[src/rtl/motor_pkg.sv]
// -----------------------------------------------------------------------------
// motor_pkg
// Shared definitions for the motor drive slice: drive command encodings,
// H-bridge direction encodings and the duty word width.
// -----------------------------------------------------------------------------
package motor_pkg;

  localparam int DUTY_W = 10;

  localparam logic [DUTY_W-1:0] DUTY_MAX = 10'd1023;

  // H-bridge {IN1,IN2}
  localparam logic [1:0] DIR_FWD = 2'b10;
  localparam logic [1:0] DIR_REV = 2'b01;

  // Drive commands from the line tracker; 6 and 7 are not listed and decode as stop
  typedef enum logic [2:0] {
    CMD_TURN_LEFT   = 3'd0,
    CMD_TURN_RIGHT  = 3'd1,
    CMD_GO_STRAIGHT = 3'd2,
    CMD_STOP        = 3'd3,
    CMD_SHARP_LEFT  = 3'd4,
    CMD_SHARP_RIGHT = 3'd5
  } cmd_e;

endpackage

[src/rtl/motor_ramp_channel.sv]
// -----------------------------------------------------------------------------
// motor_ramp_channel
// One wheel's worth of drive logic: scales the raw target by the modulation
// word, slews the applied duty toward it once per ramp tick with the
// direction-reversal interlock, and produces the PWM output from a duty value
// latched at each PWM period boundary.
//
// Ports:
//   clk         in   system clock
//   reset       in   asynchronous active-low reset
//   tick        in   one-cycle ramp tick from the shared divider
//   pwm_count   in   shared free-running PWM counter (0..1023)
//   raw_target  in   unscaled target duty from the command decode
//   modulation  in   scale factor, 1023 = unity
//   want_dir    in   direction requested by the command decode
//   keep_dir    in   1 = no direction request, hold the current direction
//   pwm         out  registered PWM output
//   dir         out  current H-bridge direction
//   duty        out  current applied duty
// -----------------------------------------------------------------------------
module motor_ramp_channel
  import motor_pkg::*;
#(
  parameter int RAMP_STEP = 8
) (
  input  logic              clk,
  input  logic              reset,
  input  logic              tick,
  input  logic [DUTY_W-1:0] pwm_count,
  input  logic [DUTY_W-1:0] raw_target,
  input  logic [DUTY_W-1:0] modulation,
  input  logic [1:0]        want_dir,
  input  logic              keep_dir,
  output logic              pwm,
  output logic [1:0]        dir,
  output logic [DUTY_W-1:0] duty
);

  localparam logic [DUTY_W:0] STEP = (DUTY_W+1)'(RAMP_STEP);

  logic [2*DUTY_W-1:0] product;
  logic [DUTY_W-1:0]   target;
  logic [1:0]          desired_dir;
  logic [DUTY_W:0]     duty_ext;
  logic [DUTY_W:0]     target_ext;
  logic [DUTY_W-1:0]   duty_next;
  logic [1:0]          dir_next;
  logic [DUTY_W-1:0]   latched_duty;

  // Unity modulation bypasses the multiply, because 1023/1024 would otherwise
  // shave one count off every full-scale target.
  always_comb begin
    product = (2*DUTY_W)'(raw_target) * (2*DUTY_W)'(modulation);
    if (modulation == DUTY_MAX) begin
      target = raw_target;
    end else begin
      target = DUTY_W'(product >> DUTY_W);
    end
  end

  // Slew and interlock. A pending reversal first drains the duty to zero, then
  // flips the bridge on a tick of its own, so the direction can never change
  // while the wheel is being driven. Arithmetic is one bit wider so the
  // clamps against 0 and the target are plain comparisons.
  always_comb begin
    desired_dir = keep_dir ? dir : want_dir;
    duty_ext    = {1'b0, duty};
    target_ext  = {1'b0, target};
    duty_next   = duty;
    dir_next    = dir;
    if (desired_dir != dir) begin
      if (duty == '0) begin
        dir_next = desired_dir;
      end else if (duty_ext > STEP) begin
        duty_next = DUTY_W'(duty_ext - STEP);
      end else begin
        duty_next = '0;
      end
    end else if (duty_ext < target_ext) begin
      if ((target_ext - duty_ext) > STEP) begin
        duty_next = DUTY_W'(duty_ext + STEP);
      end else begin
        duty_next = target;
      end
    end else if (duty_ext > target_ext) begin
      if ((duty_ext - target_ext) > STEP) begin
        duty_next = DUTY_W'(duty_ext - STEP);
      end else begin
        duty_next = target;
      end
    end
  end

  always_ff @(posedge clk or negedge reset) begin
    if (!reset) begin
      duty <= '0;
      dir  <= DIR_FWD;
    end else if (tick) begin
      duty <= duty_next;
      dir  <= dir_next;
    end
  end

  // The compare uses a copy of the duty taken at the end of each period so a
  // ramp step landing mid-period cannot produce a runt or stretched pulse.
  always_ff @(posedge clk or negedge reset) begin
    if (!reset) begin
      latched_duty <= '0;
      pwm          <= 1'b0;
    end else begin
      if (pwm_count == DUTY_MAX) begin
        latched_duty <= duty;
      end
      pwm <= (pwm_count < latched_duty);
    end
  end

endmodule

[src/rtl/motor_drive.sv]
// -----------------------------------------------------------------------------
// motor_drive
// Turns the line-tracker drive command and per-wheel modulation words into
// two slew-limited PWM duties plus H-bridge direction pins. Holds the command
// decode, the shared ramp tick divider and the shared PWM counter; each wheel
// is a motor_ramp_channel.
//
// Ports:
//   clk               in   system clock
//   reset             in   asynchronous active-low reset
//   state             in   drive command (motor_pkg::cmd_e, 6/7 = stop)
//   modulation_left   in   left wheel scale, 1023 = unity
//   modulation_right  in   right wheel scale, 1023 = unity
//   pwm_left          out  left motor PWM
//   pwm_right         out  right motor PWM
//   dir_left          out  left H-bridge {IN1,IN2}
//   dir_right         out  right H-bridge {IN1,IN2}
//   duty_left         out  current applied left duty
//   duty_right        out  current applied right duty
// -----------------------------------------------------------------------------
module motor_drive
  import motor_pkg::*;
#(
  parameter int RAMP_DIV   = 10000,
  parameter int RAMP_STEP  = 8,
  parameter int FULL_DUTY  = 1023,
  parameter int TURN_DUTY  = 600,
  parameter int SHARP_DUTY = 400
) (
  input  logic              clk,
  input  logic              reset,
  input  logic [2:0]        state,
  input  logic [DUTY_W-1:0] modulation_left,
  input  logic [DUTY_W-1:0] modulation_right,
  output logic              pwm_left,
  output logic              pwm_right,
  output logic [1:0]        dir_left,
  output logic [1:0]        dir_right,
  output logic [DUTY_W-1:0] duty_left,
  output logic [DUTY_W-1:0] duty_right
);

  localparam int                TICK_W    = $clog2(RAMP_DIV);
  localparam logic [TICK_W-1:0] TICK_LAST = TICK_W'(RAMP_DIV - 1);

  localparam logic [DUTY_W-1:0] FULL  = DUTY_W'(FULL_DUTY);
  localparam logic [DUTY_W-1:0] TURN  = DUTY_W'(TURN_DUTY);
  localparam logic [DUTY_W-1:0] SHARP = DUTY_W'(SHARP_DUTY);

  logic [TICK_W-1:0] tick_count;
  logic              tick;
  logic [DUTY_W-1:0] pwm_count;

  logic [DUTY_W-1:0] raw_left;
  logic [DUTY_W-1:0] raw_right;
  logic [1:0]        want_dir_left;
  logic [1:0]        want_dir_right;
  logic              keep_dir;

  // Stop carries no direction request so a coasting wheel keeps its bridge
  // orientation instead of scheduling a pointless reversal.
  always_comb begin
    raw_left       = '0;
    raw_right      = '0;
    want_dir_left  = DIR_FWD;
    want_dir_right = DIR_FWD;
    keep_dir       = 1'b0;
    case (state)
      CMD_GO_STRAIGHT: begin
        raw_left  = FULL;
        raw_right = FULL;
      end
      CMD_TURN_LEFT: begin
        raw_left  = TURN;
        raw_right = FULL;
      end
      CMD_TURN_RIGHT: begin
        raw_left  = FULL;
        raw_right = TURN;
      end
      CMD_SHARP_LEFT: begin
        raw_left      = SHARP;
        want_dir_left = DIR_REV;
        raw_right     = FULL;
      end
      CMD_SHARP_RIGHT: begin
        raw_left       = FULL;
        raw_right      = SHARP;
        want_dir_right = DIR_REV;
      end
      default: begin
        keep_dir = 1'b1;
      end
    endcase
  end

  assign tick = (tick_count == TICK_LAST);

  always_ff @(posedge clk or negedge reset) begin
    if (!reset) begin
      tick_count <= '0;
    end else if (tick) begin
      tick_count <= '0;
    end else begin
      tick_count <= tick_count + 1'b1;
    end
  end

  // Period of 1024 falls out of the natural 10-bit wrap.
  always_ff @(posedge clk or negedge reset) begin
    if (!reset) begin
      pwm_count <= '0;
    end else begin
      pwm_count <= pwm_count + 1'b1;
    end
  end

  motor_ramp_channel #(
    .RAMP_STEP (RAMP_STEP)
  ) u_left (
    .clk        (clk),
    .reset      (reset),
    .tick       (tick),
    .pwm_count  (pwm_count),
    .raw_target (raw_left),
    .modulation (modulation_left),
    .want_dir   (want_dir_left),
    .keep_dir   (keep_dir),
    .pwm        (pwm_left),
    .dir        (dir_left),
    .duty       (duty_left)
  );

  motor_ramp_channel #(
    .RAMP_STEP (RAMP_STEP)
  ) u_right (
    .clk        (clk),
    .reset      (reset),
    .tick       (tick),
    .pwm_count  (pwm_count),
    .raw_target (raw_right),
    .modulation (modulation_right),
    .want_dir   (want_dir_right),
    .keep_dir   (keep_dir),
    .pwm        (pwm_right),
    .dir        (dir_right),
    .duty       (duty_right)
  );

endmodule

[config.mk]
export PLATFORM = sky130hd
export DESIGN_NAME = motor_drive
export DESIGN_NICKNAME = d
export VERILOG_FILES = /design/src/rtl/motor_pkg.sv /design/src/rtl/motor_ramp_channel.sv /design/src/rtl/motor_drive.sv
export SDC_FILE = /design/constraint.sdc
export NUM_CORES = 1
export LEC_CHECK = 0
export ABC_AREA = 1
export CAP_MARGIN = 25
export CORE_UTILIZATION = 50
export DETAILED_ROUTE_END_ITERATION = 16
export GPL_TIMING_DRIVEN = 0
export PLACE_DENSITY_LB_ADDON = 0.3
export SLEW_MARGIN = 20
export SYNTH_ARGS = -nofsm -noshare
export SYNTH_HDL_FRONTEND = slang
export SYNTH_SLANG_ARGS = --single-unit
[constraint.sdc]
create_clock -name clk -period 2.91 [get_ports clk]
set_clock_uncertainty 0.1 [all_clocks]
set_input_delay 0.291 -clock clk [delete_from_list [all_inputs] [get_ports clk]]
set_output_delay 0.291 -clock clk [all_outputs]
set_load 0.05 [all_outputs]
==> results of run 1 <==
## final timing paths
kind                                startpoint         endpoint  slack (ps)  cells after the start
worst max-delay path                  state[0]  u_right.duty[3]       -4510                     49
worst min-delay path                     reset  u_right.duty[9]         340                      2
worst max register to register  u_left.duty[3]   u_left.duty[8]        -590                     19
worst min register to register   tick_count[0]    tick_count[0]         360                      1
max in group asynchronous                reset   u_right.dir[1]        1760                      3
min in group clk                      state[2]   u_right.dir[1]         350                      5
## sequential cells by signal, indices dropped and copies added (netlist names)
| signal | cells |
|---|---|
| tick_count | 14 |
| u_right.duty | 10 |
| u_right.pwm | 1 |
| u_left.duty | 10 |
| u_left.dir | 2 |
| u_right.latched_duty | 10 |
| pwm_count | 10 |
| u_left.pwm | 1 |
| u_left.latched_duty | 10 |
| u_right.dir | 2 |
## worst max-delay path, delay by kind of cell
kind | cells | cell delay [ps]
AOI/OAI and AO/OA | 7 | 950
adders and majority gates | 6 | 2840
buffers and inverters | 26 | 2800
and+or+nand+nor | 10 | 640
## routing by layer
layer  track usage [%]  up-vias  part of all wire [%]
met5                 0        -                     0
met3             3.729      116                   5.8
met2             46.35      446                    49
li1                  -     5509                     -
met1             33.57     5454                    41
met4             9.524        0                   4.0
## cell families after synthesis
kind of cell             after synthesis
adder cells (fa/ha/maj)              290
XOR/XNOR                              59
flip-flops                            70
buffers and inverters                385
AND/OR/NAND/NOR                      586
AO/OA/AOI/OAI                        232
## layout by cell type, fill, tap and decap left out, types with 11 or more instances in the layout
cell type	Yosys	layout
sky130_fd_sc_hd__a21oi_1	95	71
sky130_fd_sc_hd__a21oi_2	2	17
sky130_fd_sc_hd__buf_4	2	115
sky130_fd_sc_hd__buf_6	1	16
sky130_fd_sc_hd__clkbuf_16	0	11
sky130_fd_sc_hd__clkdlybuf4s50_1	0	42
sky130_fd_sc_hd__dfrtp_1	68	68
sky130_fd_sc_hd__fa_1	116	114
sky130_fd_sc_hd__ha_1	174	142
sky130_fd_sc_hd__ha_4	0	27
sky130_fd_sc_hd__inv_1	345	303
sky130_fd_sc_hd__inv_2	13	46
sky130_fd_sc_hd__nand2_1	266	211
sky130_fd_sc_hd__nand2_2	10	46
sky130_fd_sc_hd__nand2_4	3	20
sky130_fd_sc_hd__nand3_1	57	47
sky130_fd_sc_hd__nand3_2	8	15
sky130_fd_sc_hd__nand4_1	28	28
sky130_fd_sc_hd__nor2_1	148	106
sky130_fd_sc_hd__nor2_2	4	19
sky130_fd_sc_hd__nor2_4	4	31
sky130_fd_sc_hd__nor3_1	19	18
sky130_fd_sc_hd__o21ai_0	58	42
sky130_fd_sc_hd__o21ai_1	21	20
sky130_fd_sc_hd__o21ai_2	7	15
sky130_fd_sc_hd__xnor2_1	18	14
sky130_fd_sc_hd__xor2_1	41	39
## per-stage QoR
step | utilization, % | std cells | hold WS (ps) | setup WS [ps] | area (sq um)
after global routing | 67.41 | 2131 | 359.5 | -4868 | 16010
after CTS | 63.07 | 2083 | 302.0 | -4304 | 14980
after global placement | 56.44 | 1991 | 349.9 | -5815 | 13410
after floorplan | - | 1622 | -104.6 | -4146 | 12510
final | 67.41 | 2131 | 337.9 | -4509 | 16010
after detailed placement | 56.54 | 1992 | 156.9 | -5966 | 13430
## final cells by class
cell class              instances  area [sq um]  area share, %
inverters                     361          1391          8.689
well taps                     319         399.1          2.493
plain buffers                  17         150.1         0.9376
clock inverters                 7         68.82         0.4298
repair buffers                181          1603          10.01
flip-flops and latches         70          1754          10.95
clock buffers                   9         225.2          1.406
multi-input cells            1167         10420          65.08
## timing repair
item | 4_1_cts | 5_1_grt
endpoints found under the setup margin | 20 | 20
gates cloned | 2 | 1
gates resized for setup | 194 | 161
pin swaps | 101 | 107
hold buffers | 1 | 0
endpoints found under the hold margin | 30 | 0
buffers inserted | 78 | 49
==> results by stage, run 1 <==
Run status:
- The flow ran to the end, but the final reports show violations.
- The checks that failed: negative setup slack.

Timing:
- The shortest clock period the worst path allows after layout is approximately 7400 ps.
- The worst slew slack as a fraction of its limit is roughly 44%.
- Setup repair after global routing could not meet its margin everywhere.
- Of the available clock period, the critical path in the final layout requires 255.0%.
- The setup TNS is -89,180 ps.
- The transition at the pin with the smallest max-transition slack is ~840 ps.
- The final worst slack is -4509 ps.
- Timing would allow up to 134.8 MHz.
- The final-report max-slew violation count is 0.
- The number of hold-slack violations in the final timing report was 0.
- The total setup violations reported at the end of the flow is 20.

Critical path:
- The kind of end point of the critical path is a flip-flop.
- At the worst endpoint, the arrival time is about 7500 ps.
- The critical setup path kind is in2reg.
- STA puts the critical path data required time at approximately 3000 ps.
- The startpoint class of the critical path is an input port.
- The cell with the largest stage delay on the worst path is sky130_fd_sc_hd__fa_1.
- Counting stages on the worst path, the most repeated cell is sky130_fd_sc_hd__buf_4.
- Of all nets on the critical path, the largest fanout is 5.
- The highest cell delay on the worst timing path is ~570 ps.

CTS:
- The clock reaches the later pin of the worst-skew pair after between 300 and 400 ps.
- The number of clock buffers added by TritonCTS is 9.
- The clock-pin slew reported for the worst setup and hold paths after clock tree synthesis is ~60 ps.
- The number of sinks handled by clock tree synthesis is 70.
- The buffer cell driving the clock tree root is sky130_fd_sc_hd__clkbuf_16.
- The maximum clock path buffer count is 2.
- The number of H-tree branching levels is 3.
- The TritonCTS clock tree is done.

Global route:
- The number of global-route vias before repair is between 10,000 and 15,000.
- The initial antenna violation count is 0.
- The wire length of the first global-routing pass is between 50 and 60 mm.
- The largest net degree at the start of global routing is 41.
- The final global-route overflow total is 0.
- The all-layer global routing usage is between 20% and 30%.

Routing:
- The detailed-routing iteration count for the pre-antenna-repair pass is 6.
- The via count is 11,530.
- The wire length per cell is roughly 16 um.
- In this run, the number of DRC markers left after iteration 0 of detailed routing was around 740.
- The detailed-route vias per instance is 5.408.
- Once detail routing completed, the nets flagged for antenna violations numbered 0.
- Wires add up to about 33 mm.
- The final routed DRC violation total is 0.

Yosys:
- After synthesis, the cell types taking the most area are sky130_fd_sc_hd__fa_1 (19%), sky130_fd_sc_hd__ha_1 (18%), sky130_fd_sc_hd__dfrtp_1 (14%), sky130_fd_sc_hd__inv_1 (11%), sky130_fd_sc_hd__nand2_1 (8.2%).
- The proportion of synthesized flip-flops having asynchronous set or reset is 100.0%.
- The most instantiated library cell after synthesis is sky130_fd_sc_hd__inv_1.
- The mux share of post-synthesis cell area is 0%.
- A synthesized cell averages approximately 7.5 sq um.
- Summing the areas of all compound-gate instances in the mapped netlist gives 10.78% of the synthesized area.
- The post-synthesis cell area is between 10,000 and 15,000 sq um.
- The most used flip-flop cell after synthesis is sky130_fd_sc_hd__dfrtp_1.
- When the netlist entered floorplanning its net count stood at a little under 2,000.
- The synthesized netlist devotes 36.74% of its cell area to adder and majority cells.
- The share of Yosys cell area claimed by the top area cell type is 18.96%.
- After synthesis, the largest family of logic cells by area is adder cells.
- The flip-flop and latch count after synthesis is 70.
- The count of warnings emitted by yosys is 0.
- The sequential-to-total area share from yosys stat is between 10 and 15%.
- After synthesis, the most frequently instantiated cells are sky130_fd_sc_hd__inv_1 (345), sky130_fd_sc_hd__nand2_1 (266), sky130_fd_sc_hd__ha_1 (174).
- After Yosys synthesis, XOR and XNOR cells account for under 10% of the synthesized area.
- The most area-hungry cell type in the Yosys netlist is sky130_fd_sc_hd__fa_1.
- The post-synthesis cell type count is between 50 and 60.
- The number of enable flip-flop cells after synthesis is 0.
- Summing the areas of all and, or, nand and nor instances in the mapped netlist gives 21.91% of the synthesized area.
- The instance count of the mapped netlist is 1,622.

Finish:
- The number of antenna repair diodes is 0.
- The count of nets after finishing is roughly 2,100.
- The synthesis-to-finish area growth is 30.77%.
- The post-route netlist has between 20% and 30% of its cells at a drive strength greater than 1.
- The number of filler cells placed in the layout is about 1,800.

Floorplanning:
- The core region is roughly 24,000 sq um.
- The initial standard-cell utilization of the core is 51.55%.
- The die height is about 160 um.
- The site row count is 56.
- The die is around 160 um wide.
- The count of boundary I/O pins is between 50 and 60.
- The floorplan step defined a die boundary enclosing 25,120 sq um.

Min path:
- The worst hold-check path type is in2async.

Placed design:
- Buffers placed on the I/O ports in this run total 50.
- At the end of routability-driven placement, the weighted congestion stood at 0.9347.
- Detailed placement finished with a half-perimeter wire length of ~24 mm.

Flow run:
- The tool flagged a number of max-cap violations equal to 0.
Power of run 1 is left out: the tool's default activity adds up to more than one toggle a clock period on the data nets, which glitch-free logic cannot reach.
==> run 2, diff against run 1 <==
--- a/config.mk
+++ b/config.mk
@@ -10,8 +10,9 @@
 export CORE_UTILIZATION = 50
 export DETAILED_ROUTE_END_ITERATION = 16
 export GPL_TIMING_DRIVEN = 0
-export PLACE_DENSITY_LB_ADDON = 0.3
+export PLACE_DENSITY = 0.7
 export SLEW_MARGIN = 20
 export SYNTH_ARGS = -nofsm -noshare
 export SYNTH_HDL_FRONTEND = slang
+export SYNTH_HIERARCHICAL = 1
 export SYNTH_SLANG_ARGS = --single-unit
==> run 2 against run 1 <==
The flow still finishes with violations (negative setup slack). Routed wire length increased by 15%. Setup slack improved by 270 ps. Global-route usage increased by 0.55 points. Maximum frequency increased by 3.8%. Critical path depth decreased by 10. Cell area increased by 12%. Final cell count increased by 22%. Synthesized cell count increased by 27%. Sequential share of layout area decreased by 1.1 points. Critical path type unchanged.
==> results by stage, run 2 <==
Run status:
- The run finished, with violations left.
- The checks that failed: negative setup slack.

Yosys:
- The share of Yosys cell area claimed by the top area cell type was 17.54% (-1.4 points).
- The number of enable flip-flop cells after synthesis is 0 (unchanged).
- The most instantiated library cell after synthesis is sky130_fd_sc_hd__nand2_1.
- By count the netlist is led by sky130_fd_sc_hd__nand2_1 (533), sky130_fd_sc_hd__inv_1 (469), sky130_fd_sc_hd__ha_1 (163).
- The mean area per synthesized cell is 6.891 sq um (-8.7%).
- The proportion of synthesized flip-flops having asynchronous set or reset is 100.0% (unchanged).
- The instance count of the mapped netlist is 2,054 (+27%).
- The post-synthesis cell type count is 57 (unchanged).
- The sequential-to-total area share from yosys stat is 12.39% (-1.9 points).
- The post-synthesis cell area was 14,150 sq um (+16%).
- The most area-hungry cell type in the Yosys netlist is sky130_fd_sc_hd__fa_1.
- The flip-flop and latch count after synthesis is 70 (unchanged).
- By area the synthesized netlist is led by sky130_fd_sc_hd__fa_1 (18%), sky130_fd_sc_hd__ha_1 (14%), sky130_fd_sc_hd__nand2_1 (14%), sky130_fd_sc_hd__inv_1 (12%), sky130_fd_sc_hd__dfrtp_1 (12%).
- The top flip-flop cell by instance count after synthesis is sky130_fd_sc_hd__dfrtp_1.
- The post-synth net total was 2,366 (+22%).
- The count of warnings emitted by yosys is 6 (+6).

Finish:
- The number of filler cells placed in the layout is 2,422 (+35%).
- The count of nets after finishing is 2,533 (+19%).
- Leaving out fill and tap cells, the most frequent cell in the layout is sky130_fd_sc_hd__nand2_1.
- The number of flip-flops under the largest register name was 14 (unchanged).
- The number of antenna repair diodes is 0 (unchanged).
- The final core utilization is 64.27% (-3.1 points).
- The fraction of final layout cells sized beyond drive strength 1 was 23.50% (-3.5 points).
- In the layout the commonest cells are sky130_fd_sc_hd__nand2_1 (461), sky130_fd_sc_hd__inv_1 (438), sky130_fd_sc_hd__ha_1 (122).
- tick_count holds more flip-flops than any other register.
- The synthesis-to-finish area growth is 26.14%.

Timing:
- The final worst-path cycle share is 245.6% (-9.4 points).
- The transition at the pin with the smallest max-transition slack is 833.1 ps (-2.320 ps).
- The highest clock rate was 139.9 MHz (+3.8%).
- The worst slew slack as a fraction of its limit is 44.46% (+0.62 points).
- The final worst slack came to -4236 ps (+273.4 ps).
- The final-report max-slew violation count is 0 (unchanged).
- The total setup violations reported at the end of the flow is 20 (unchanged).
- The shortest clock period the worst path allows after layout is 7146 ps (-273.4 ps).
- Setup repair after global routing could not meet its margin everywhere.
- The final worst hold slack is 317.1 ps (-20.77 ps).
- The number of hold-slack violations in the final timing report is 0 (unchanged).

CTS:
- The buffer cell driving the clock tree root is sky130_fd_sc_hd__clkbuf_16.
- The number of H-tree branching levels is 3 (unchanged).
- The number of sinks handled by clock tree synthesis was 70 (unchanged).
- The clock-pin slew reported for the worst setup and hold paths after clock tree synthesis came to 60 ps (about the same).
- TritonCTS built the clock tree.
- The maximum clock path buffer count is 2 (unchanged).
- The CTS buffer count came to 9 (unchanged).
- The later-pin clock latency in the skew report was 330 ps (about the same).

Floorplanning:
- The die height is 170.3 um (+7.4%).
- The site row count was 61 (+8.9%).
- The die width is 170.3 um (+7.4%).
- The initial standard-cell utilization of the core is 50.95% (-0.60 points).
- The count of boundary I/O pins is 51 (unchanged).
- The placeable core region is 27,780 sq um (+17%).
- The area of the die is 28,990 sq um (+15%).

Critical path:
- The kind of cell with the highest combined delay on the critical path is adder cells.
- STA classifies the critical path startpoint as an input port.
- The termination of the worst setup path is u_left/duty[8].
- The highest cell delay on the worst timing path is 540 ps (-30 ps).
- The arrival time of data at the critical path endpoint is 7260 ps (-280 ps).
- Counting stages on the worst path, the most repeated cell is sky130_fd_sc_hd__fa_1.
- The endpoint required time on the critical path was 3030 ps (about the same).
- The capturing point of the worst reg2reg path is u_right/duty[7].
- The count of cell instances traversed by the critical path is 39 (-20%).
- The maximum fanout count along the critical path is 7 (+2).
- The number of buffer and inverter instances along the worst setup path came to 9 (-65%).
- The worst setup path is of the in2reg kind.
- The register-to-register setup slack is -670 ps (-80 ps).
- STA classifies the critical path endpoint as a flip-flop.
- The cell depth of the worst flop-to-flop path is 18 (-1).
- The largest individual stage delay along the critical path comes from the cell sky130_fd_sc_hd__fa_1.
- The worst setup path startpoint is state[2].
- The worst register-to-register path begins at u_right/duty[3].

Global route:
- The final global-route overflow total is 0 (unchanged).
- The wire length of the first global-routing pass was 63.63 mm (+19%).
- The all-layer global routing usage is 27.18% (+0.55 points).
- The largest net degree at the start of global routing is 45 (+9.8%).
- The number of global-route vias before repair came to 13,510 (+18%).
- The initial antenna violation count is 0 (unchanged).

Routing:
- The via count is 13,550 (+18%).
- The post-detailed-route count of antenna-violating nets came to 0 (unchanged).
- The starting DRC count in detailed routing is 862 (+17%).
- The overall routed net length was 38.65 mm (+15%).
- The wire length per cell came to 14.84 um (-5.6%).
- The final routed DRC violation total was 0 (unchanged).
- The detailed-routing iteration count for the pre-antenna-repair pass is 8 (+2).
- The detailed-route vias per instance came to 5.203 (-3.8%).

Placed design:
- The worst slack after detailed placement was -5428 ps (+538.1 ps).
- The detailed placer's ending HPWL is 28.64 mm (+17%).
- The number of port buffers was 46 (-8.0%).
- The weighted congestion at the end of routability-driven global placement is 0.9653 (+3.3%).

Min path:
- The worst hold-check path type is in2async.

Flow run:
- The number of maximum-capacitance violations came to 0 (unchanged).
run 2: final cells by class:
class	instances	area, sq um	share of cell area [%]
well taps	378	473.0	2.649
flip-flops and latches	70	1754	9.825
repair inverters	2	16.27	0.09110
plain buffers	59	580.6	3.252
multi-input cells	1438	11560	64.75
inverters	487	1843	10.32
repair buffers	154	1366	7.652
clock inverters	5	27.53	0.1542
clock buffers	11	232.7	1.303
run 2: per-layer routing:
layer	vias to the layer above	GRT usage [%]	share of wire, %
met5	-	0	0
met4	0	8.656	2.8
met3	89	2.093	4.4
met2	403	49.00	50
met1	6448	34.30	42
li1	6609	-	-
run 2: kinds of logic (layout without fill, tap and decap cells):
logic type	Yosys count	count (layout)	share of synthesized area, %
AND/OR/NAND/NOR	887	888	28.76
buffers and inverters	547	718	14.97
adder cells (fa/ha/maj)	287	287	31.95
AO/OA/AOI/OAI	197	197	7.832
flip-flops	70	70	12.39
XOR/XNOR	65	65	4.022
multiplexers	1	1	0.07955
run 2: repair_timing:
action                     CTS  global route
resized for setup          203           135
setup endpoints to repair   20            20
hold endpoints to repair    25             0
pin swaps                   81            98
hold buffers                 1             0
buffers inserted            71            37
cloned                       3             0
run 2: through the flow:
step / cells / TNS (ps) / area [sq um]
6_report: 2604 / -83130 / 17850
3_3_place_gp: 2478 / -164520 / 15530
5_1_grt: 2604 / -89820 / 17850
2_1_floorplan: 2054 / -73240 / 14590
4_1_cts: 2569 / -80310 / 17100
3_5_place_dp: 2479 / -107400 / 15540
run 2: worst min-delay path by stage:
| stage | end | slack (ps) | cells past startpoint |
|---|---|---|---|
| after floorplan | pwm_count[0] | -100 | 0 |
| after global placement | u_right/latched_duty[4] | 370 | 2 |
| after detailed placement | u_left/duty[9] | 130 | 1 |
| after CTS | u_left/duty[9] | 330 | 2 |
| after global routing | u_left/duty[7] | 360 | 2 |
| final | u_left/duty[7] | 320 | 2 |
Power of run 2 is left out for the same reason.
